**src/rtl/vip_bbox_detect_pkg.sv**
```systemverilog
// Shared types and constants for the VIP bounding-box stage.
// Holds default image geometry, coordinate/count widths, the frame timing
// constants shared with the erosion benches, and a saturating count helper.
package vip_bbox_detect_pkg;

  localparam int unsigned DEF_HDISP = 640;
  localparam int unsigned DEF_VDISP = 480;
  localparam int unsigned COORD_W   = 11;
  localparam int unsigned CNT_W     = 20;

  // Frame timing: 640 + 15 = 655 clocks per line, 480 + 2 = 482 lines per frame.
  localparam int unsigned H_SYNC  = 1;
  localparam int unsigned H_BACK  = 7;
  localparam int unsigned H_FRONT = 7;
  localparam int unsigned V_SYNC  = 1;
  localparam int unsigned V_FRONT = 1;
  localparam int unsigned H_TOTAL = DEF_HDISP + H_SYNC + H_BACK + H_FRONT;
  localparam int unsigned V_TOTAL = DEF_VDISP + V_SYNC + V_FRONT;

  typedef logic [COORD_W-1:0] coord_t;
  typedef logic [CNT_W-1:0]   cnt_t;

  typedef struct packed {
    coord_t xmin;
    coord_t xmax;
    coord_t ymin;
    coord_t ymax;
  } box_t;

  // Empty box: min at all-ones and max at zero, so the first hit sets both.
  localparam box_t BOX_EMPTY = '{xmin: '1, xmax: '0, ymin: '1, ymax: '0};

  function automatic cnt_t cnt_sat_inc(input cnt_t c);
    return (&c) ? c : c + 1'b1;
  endfunction

endpackage

```
**src/rtl/vip_bbox_detect_if.sv**
```systemverilog
// 1-bit video mask stream: vsync (frame valid), href (line valid),
// clken (pixel qualifier), img_bit (mask pixel, 1 = foreground).
// master drives the stream, slave consumes it.
interface vip_bbox_detect_if;
  logic vsync;
  logic href;
  logic clken;
  logic img_bit;

  modport master (output vsync, output href, output clken, output img_bit);
  modport slave  (input vsync, input href, input clken, input img_bit);
endinterface

```
**src/rtl/vip_sync_edge.sv**
```systemverilog
// Registers vsync/href once and derives edge pulses from them.
// Ports: clk, rst_n (async active-low); vsync, href in;
//        vsync_r, href_r (1-clk delayed copies); vsync_rise, vsync_fall, href_fall pulses.
// Edges are suppressed on the first clock after reset so that a reset released
// in the middle of a frame does not look like a frame start.
module vip_sync_edge (
  input  logic clk,
  input  logic rst_n,
  input  logic vsync,
  input  logic href,
  output logic vsync_r,
  output logic href_r,
  output logic vsync_rise,
  output logic vsync_fall,
  output logic href_fall
);

  logic primed;

  always_ff @(posedge clk or negedge rst_n) begin
    if (!rst_n) begin
      vsync_r <= 1'b0;
      href_r  <= 1'b0;
      primed  <= 1'b0;
    end else begin
      vsync_r <= vsync;
      href_r  <= href;
      primed  <= 1'b1;
    end
  end

  assign vsync_rise = primed & vsync & ~vsync_r;
  assign vsync_fall = primed & vsync_r & ~vsync;
  assign href_fall  = primed & href_r & ~href;

endmodule

```
**src/rtl/vip_bbox_detect.sv**
```systemverilog
// Per-frame bounding box and foreground count of a 1-bit motion mask.
// Ports: sys_clk, sys_rst_n (async active-low); per_frame (slave) mask stream in;
//        post_frame (master) stream out, 1 clk later, with the last latched box
//        border drawn in; box_valid 1-clk pulse when results update; box_found,
//        box_xmin/xmax/ymin/ymax, box_pix_cnt latched results held until the next frame end.
module vip_bbox_detect
  import vip_bbox_detect_pkg::*;
#(
  parameter int unsigned IMG_HDISP  = DEF_HDISP,
  parameter int unsigned IMG_VDISP  = DEF_VDISP,
  parameter int unsigned MIN_PIX    = 16,
  parameter bit          OVERLAY_EN = 1'b1
) (
  input  logic              sys_clk,
  input  logic              sys_rst_n,
  vip_bbox_detect_if.slave  per_frame,
  vip_bbox_detect_if.master post_frame,
  output logic              box_valid,
  output logic              box_found,
  output coord_t            box_xmin,
  output coord_t            box_xmax,
  output coord_t            box_ymin,
  output coord_t            box_ymax,
  output cnt_t              box_pix_cnt
);

  localparam coord_t XLAST   = coord_t'(IMG_HDISP - 1);
  localparam coord_t YLIM    = coord_t'(IMG_VDISP);
  localparam cnt_t   MIN_CNT = cnt_t'(MIN_PIX);

  logic vsync_r, href_r, vsync_rise, vsync_fall, href_fall;

  vip_sync_edge u_sync_edge (
    .clk        (sys_clk),
    .rst_n      (sys_rst_n),
    .vsync      (per_frame.vsync),
    .href       (per_frame.href),
    .vsync_r    (vsync_r),
    .href_r     (href_r),
    .vsync_rise (vsync_rise),
    .vsync_fall (vsync_fall),
    .href_fall  (href_fall)
  );

  logic   armed_q, line_full_q, line_full_d;
  coord_t x_cnt_q, x_cnt_d, y_cnt_q, y_cnt_d;
  cnt_t   cnt_q, cnt_d;
  box_t   acc_q, acc_d;
  logic   pix_ev, hit, latch, found_d;
  logic   clken_q, bit_q;
  logic   on_col, on_row, border;

  // line_full marks that column IMG_HDISP-1 was already consumed, so extra
  // pixels on an over-long line are dropped instead of piling onto the last column.
  assign pix_ev = per_frame.href & per_frame.clken & armed_q & ~line_full_q;
  assign hit    = pix_ev & per_frame.img_bit & (x_cnt_q <= XLAST) & (y_cnt_q < YLIM);

  always_comb begin
    x_cnt_d     = x_cnt_q;
    y_cnt_d     = y_cnt_q;
    line_full_d = line_full_q;
    cnt_d       = cnt_q;
    acc_d       = acc_q;
    if (vsync_rise) begin
      x_cnt_d     = '0;
      y_cnt_d     = '0;
      line_full_d = 1'b0;
      cnt_d       = '0;
      acc_d       = BOX_EMPTY;
    end else begin
      if (pix_ev) begin
        if (x_cnt_q == XLAST) line_full_d = 1'b1;
        else                  x_cnt_d     = x_cnt_q + 1'b1;
      end
      if (hit) begin
        cnt_d = cnt_sat_inc(cnt_q);
        if (x_cnt_q < acc_q.xmin) acc_d.xmin = x_cnt_q;
        if (x_cnt_q > acc_q.xmax) acc_d.xmax = x_cnt_q;
        if (y_cnt_q < acc_q.ymin) acc_d.ymin = y_cnt_q;
        if (y_cnt_q > acc_q.ymax) acc_d.ymax = y_cnt_q;
      end
      if (href_fall) begin
        x_cnt_d     = '0;
        line_full_d = 1'b0;
        if (y_cnt_q != YLIM) y_cnt_d = y_cnt_q + 1'b1;
      end
    end
  end

  // Latch from the next-state values so a pixel coinciding with frame end is included.
  assign latch   = vsync_fall & armed_q;
  assign found_d = (cnt_d >= MIN_CNT);

  assign on_col = ((x_cnt_q == box_xmin) || (x_cnt_q == box_xmax)) &&
                  (box_ymin <= y_cnt_q) && (y_cnt_q <= box_ymax);
  assign on_row = ((y_cnt_q == box_ymin) || (y_cnt_q == box_ymax)) &&
                  (box_xmin <= x_cnt_q) && (x_cnt_q <= box_xmax);
  assign border = OVERLAY_EN & box_found & per_frame.href & (on_col | on_row);

  always_ff @(posedge sys_clk or negedge sys_rst_n) begin
    if (!sys_rst_n) begin
      armed_q     <= 1'b0;
      x_cnt_q     <= '0;
      y_cnt_q     <= '0;
      line_full_q <= 1'b0;
      cnt_q       <= '0;
      acc_q       <= '0;
      clken_q     <= 1'b0;
      bit_q       <= 1'b0;
      box_valid   <= 1'b0;
      box_found   <= 1'b0;
      box_xmin    <= '0;
      box_xmax    <= '0;
      box_ymin    <= '0;
      box_ymax    <= '0;
      box_pix_cnt <= '0;
    end else begin
      armed_q     <= armed_q | vsync_rise;
      x_cnt_q     <= x_cnt_d;
      y_cnt_q     <= y_cnt_d;
      line_full_q <= line_full_d;
      cnt_q       <= cnt_d;
      acc_q       <= acc_d;
      clken_q     <= per_frame.clken;
      bit_q       <= per_frame.img_bit | border;
      box_valid   <= latch;
      if (latch) begin
        box_found   <= found_d;
        box_pix_cnt <= cnt_d;
        box_xmin    <= found_d ? acc_d.xmin : '0;
        box_xmax    <= found_d ? acc_d.xmax : '0;
        box_ymin    <= found_d ? acc_d.ymin : '0;
        box_ymax    <= found_d ? acc_d.ymax : '0;
      end
    end
  end

  assign post_frame.vsync   = vsync_r;
  assign post_frame.href    = href_r;
  assign post_frame.clken   = clken_q;
  assign post_frame.img_bit = bit_q;

endmodule

```
**src/flat_wrapper.sv**
```systemverilog
// flat-port wrapper written by rule: the top's interface ports become plain ports
module vip_bbox_detect_flat import vip_bbox_detect_pkg::*;
#(
  parameter int unsigned IMG_HDISP  = DEF_HDISP,
  parameter int unsigned IMG_VDISP  = DEF_VDISP,
  parameter int unsigned MIN_PIX    = 16,
  parameter bit          OVERLAY_EN = 1'b1
)
  (sys_clk, sys_rst_n, box_valid, box_found, box_xmin, box_xmax, box_ymin, box_ymax, box_pix_cnt, per_frame_vsync, per_frame_href, per_frame_clken, per_frame_img_bit, post_frame_vsync, post_frame_href, post_frame_clken, post_frame_img_bit);
  vip_bbox_detect_if per_frame_i ();
  vip_bbox_detect_if post_frame_i ();
  input  logic sys_clk;
  input  logic sys_rst_n;
  output logic box_valid;
  output logic box_found;
  output coord_t box_xmin;
  output coord_t box_xmax;
  output coord_t box_ymin;
  output coord_t box_ymax;
  output cnt_t box_pix_cnt;
  input wire logic [$bits(per_frame_i.vsync)-1:0] per_frame_vsync;
  input wire logic [$bits(per_frame_i.href)-1:0] per_frame_href;
  input wire logic [$bits(per_frame_i.clken)-1:0] per_frame_clken;
  input wire logic [$bits(per_frame_i.img_bit)-1:0] per_frame_img_bit;
  output wire logic [$bits(post_frame_i.vsync)-1:0] post_frame_vsync;
  output wire logic [$bits(post_frame_i.href)-1:0] post_frame_href;
  output wire logic [$bits(post_frame_i.clken)-1:0] post_frame_clken;
  output wire logic [$bits(post_frame_i.img_bit)-1:0] post_frame_img_bit;
  assign per_frame_i.vsync = per_frame_vsync;
  assign per_frame_i.href = per_frame_href;
  assign per_frame_i.clken = per_frame_clken;
  assign per_frame_i.img_bit = per_frame_img_bit;
  assign post_frame_vsync = post_frame_i.vsync;
  assign post_frame_href = post_frame_i.href;
  assign post_frame_clken = post_frame_i.clken;
  assign post_frame_img_bit = post_frame_i.img_bit;
  vip_bbox_detect #(.IMG_HDISP(IMG_HDISP), .IMG_VDISP(IMG_VDISP), .MIN_PIX(MIN_PIX), .OVERLAY_EN(OVERLAY_EN)) u_core (.sys_clk(sys_clk), .sys_rst_n(sys_rst_n), .per_frame(per_frame_i), .post_frame(post_frame_i), .box_valid(box_valid), .box_found(box_found), .box_xmin(box_xmin), .box_xmax(box_xmax), .box_ymin(box_ymin), .box_ymax(box_ymax), .box_pix_cnt(box_pix_cnt));
endmodule
```
**config.mk**
```make
export PLATFORM = sky130hd
export DESIGN_NAME = vip_bbox_detect_flat
export DESIGN_NICKNAME = d
export VERILOG_FILES = /design/src/rtl/vip_bbox_detect_pkg.sv /design/src/rtl/vip_bbox_detect_if.sv /design/src/rtl/vip_sync_edge.sv /design/src/rtl/vip_bbox_detect.sv /design/src/flat_wrapper.sv
export SDC_FILE = /design/constraint.sdc
export NUM_CORES = 1
export LEC_CHECK = 0
export CELL_PAD_IN_SITES_DETAIL_PLACEMENT = 1
export CELL_PAD_IN_SITES_GLOBAL_PLACEMENT = 1
export CORE_MARGIN = 2
export CORE_UTILIZATION = 49
export DETAILED_ROUTE_END_ITERATION = 16
export GPL_TIMING_DRIVEN = 0
export PLACE_DENSITY_LB_ADDON = 0.05
export SYNTH_ARGS = -nofsm -noshare
export SYNTH_HDL_FRONTEND = slang
export SYNTH_SLANG_ARGS = --single-unit
```
**constraint.sdc**
```tcl
create_clock -name sys_clk -period 8.33 [get_ports sys_clk]
set_clock_uncertainty 0.2 [all_clocks]
set_input_delay 2.499 -clock sys_clk [delete_from_list [all_inputs] [get_ports sys_clk]]
set_output_delay 2.499 -clock sys_clk [all_outputs]
set_load 0.1 [all_outputs]
```
==> run metrics <==
status finished clean; drt drc 0; Core Area 18640 µm²; Final Hold Slack 0.2735 ns; Synthesized Nets 1080; Place WS 2.244 ns; final setup TNS 0 ns; Die Y 141.7 µm; Leak 5.160 nW; FP Rows 50; max_slew headroom 34.72%; number of distinct library cells after synthesis 64; Worst Path Buf+Inv 4; CTS tree built; routed vias/inst 5.837; FF+latch count, synth 159; area delta synth->final 18.27%; Power per Cell Area 262.1 nW/µm²; Crit path max-delay family buffers and inverters; Routed Antenna Nets 0; Post-Syn Area 9291 µm²; CTS Hold Bufs 0; Post-synth ARST share 100.0%; vias in the first global route 8317; Crit Path Category input pin to flop; final setup vio count 0; first-pass GRT wire length 44.06 mm; R2R Setup Slk 4.66 ns; worst-path cell chain clkdlybuf4s50_1 -> nand4b_1 -> nand4b_1 -> nor2_1 -> buf_2 -> nand2_2 -> o311a_1 -> a2111oi_0 -> and4_1 -> buf_6 -> buf_6 -> a211oi_2; Worst Path Arrival 5.80 ns; later-pin clock latency in the skew report 0.44 ns; wirelength, routed 26.88 mm; Final min period 5.704 ns; DR iter-0 viols 418; Root Driver clkbuf_16; Top Ports 76; Mean Syn Cell Area 9.442 µm²; NumNets Final 1175; post-CTS sizing 0; Detailed Place HPWL 19.73 mm; CP Max Fanout 10; Setup Fix Bufs, Post-CTS 0; Ys Warns 0; clock sinks 159; count of final hold-check violations 0; period utilization 68.48%; H-tree levels 4; Slowest cell on crit path clkdlybuf4s50_1; Placer Congestion 0.8450; total power 0.002880 W; Max-cap violations 0; HP Class flop to flop; WL/cell 20.27 µm; Die ar. 20080 µm²; Worst setup EP type flop; initial antenna violation count 0; diodes inserted 0; cts bufs inserted 17; Tot GR Track Use 28.31%; Post-synth EDFFs 0; largest net degree at the start of global routing 119; Worst Setup Start Kind input pin; Synth Instances 984; Primary FF master, synth dfrtp_1; WP data required 8.42 ns; fillcell total 2127; Worst Max-Slew Pin Slew 0.9762 ns; final slew viol count 0; vias after detailed routing 7740; CTS clk-pin slew, worst paths 0.07 ns; layout cells sized above 1 7.692%; VDD IR max 0.0001632 V; Reg area 3979 µm²; crit-path max cell delay 0.63 ns; Final Util 58.95%; Die W 141.7 µm; TritonRoute pass-1 iters 5; most common cell after layout, fill and taps aside dfrtp_1; setup ws final 2.626 ns; Seq/Total Area, Yosys 42.82%; most frequent cells in the layout dfrtp_1, nand2_1, nor2_1; RSZ-0062 raised after global routing false; Clock Path Buffers 2; grt total ovfl 0; initial cell density of the core 49.84%; area of the multi-input gates 4756 µm²; port bufs 75; maximum clock frequency 175.3 MHz
==> flip-flops by register name, summed over array words and instances, names as in the netlist, 11 cells and up <==
register            flops
u_core.acc_q           44
u_core.box_pix_cnt     20
u_core.box_xmax        11
u_core.box_xmin        11
u_core.box_ymax        11
u_core.box_ymin        11
u_core.cnt_q           20
u_core.x_cnt_q         11
u_core.y_cnt_q         11
==> worst reg2reg max path, stage by stage, from the launching register on <==
cell       delay [ns]
dfrtp_1          0.46
clkbuf_1         0.26
nand4_1          0.22
nand4b_1         0.15
nor2_1           0.15
buf_2            0.25
nand2_2          0.20
o311a_1          0.40
a2111oi_0        0.45
and4_1           0.31
buf_6            0.20
buf_6            0.21
a211oi_2         0.07
==> cell usage after synthesis (all sizes together) (6+ instances only) <==
cell / number / area, µm²
nand2b: 9 / 56.30
o21a: 13 / 97.59
or3: 6 / 37.54
nand2: 127 / 479.2
a21o: 15 / 112.6
buf: 12 / 85.08
a211oi: 35 / 382.9
inv: 90 / 337.8
dfrtp: 159 / 3979
nand3: 40 / 205.2
mux2i: 35 / 350.3
o21ai: 15 / 75.07
clkbuf: 35 / 133.9
a31oi: 16 / 100.1
nor3: 17 / 90.09
a2111oi: 6 / 52.55
a21oi: 32 / 160.2
nand4: 27 / 168.9
and4: 8 / 72.57
xnor2: 23 / 201.4
nor2b: 7 / 43.79
o31ai: 8 / 60.06
ha: 90 / 1126
nor2: 94 / 352.8
==> final timing paths <==
kind,cells past startpoint,to,start
worst max-delay path,12,u_core.box_xmax[4]$_DFFE_PN0P_,per_frame_href
worst min-delay path,2,u_core.box_pix_cnt[6]$_DFFE_PN0P_,u_core.box_pix_cnt[6]$_DFFE_PN0P_
worst max register to register,12,u_core.box_xmax[4]$_DFFE_PN0P_,u_core.y_cnt_q[7]$_DFFE_PN0P_
worst min register to register,2,u_core.box_pix_cnt[6]$_DFFE_PN0P_,u_core.box_pix_cnt[6]$_DFFE_PN0P_
max in group asynchronous,2,u_core.cnt_q[1]$_DFF_PN0_,sys_rst_n
min in group asynchronous,1,u_core.box_xmin[9]$_DFFE_PN0P_,sys_rst_n
==> power breakdown <==
group / leakage, nW / switching, W / internal [W]
Combinational: 2.78 / 0.000722 / 0.000332
Sequential: 2.08 / 0.000117 / 0.000872
Clock: 0.302 / 0.000355 / 0.000481
==> metrics by stage <==
step	instance area, µm²	cells
2_1_floorplan	9291	984
3_3_place_gp	10330	1293
3_5_place_dp	10370	1294
4_1_cts	10990	1326
5_1_grt	10990	1326
6_report	10990	1326
==> final cells by class <==
type / instances / share of cell area, %
Multi-Input combinational cell: 688 / 43.28
Sequential cell: 159 / 36.21
Timing Repair Buffer: 76 / 7.127
Clock buffer: 17 / 3.871
Inverter: 90 / 3.074
Tap cell: 234 / 2.664
Buffer: 47 / 1.992
Clock inverter: 15 / 1.788
==> cell families after synthesis <==
| group | Yosys count | share of synthesized area, % |
|---|---|---|
| AO/OA/AOI/OAI | 168 | 13.75 |
| XOR/XNOR | 28 | 2.639 |
| adder cells (fa/ha/maj) | 90 | 12.12 |
| buffers and inverters | 137 | 5.992 |
| flip-flops | 159 | 42.82 |
| multiplexers | 36 | 3.892 |
| other | 1 | 0.04036 |
| AND/OR/NAND/NOR | 365 | 18.74 |
==> layer usage <==
metal | global-route usage, % | vias to the layer above | part of all wire (%)
met3 | 4.894 | 46 | 3.5
met2 | 49.05 | 165 | 50
li1 | - | 3614 | -
met1 | 36.55 | 3915 | 44
met4 | 8.211 | 0 | 1.9
met5 | 0 | - | 0
(Power assumes the default switching activity.)
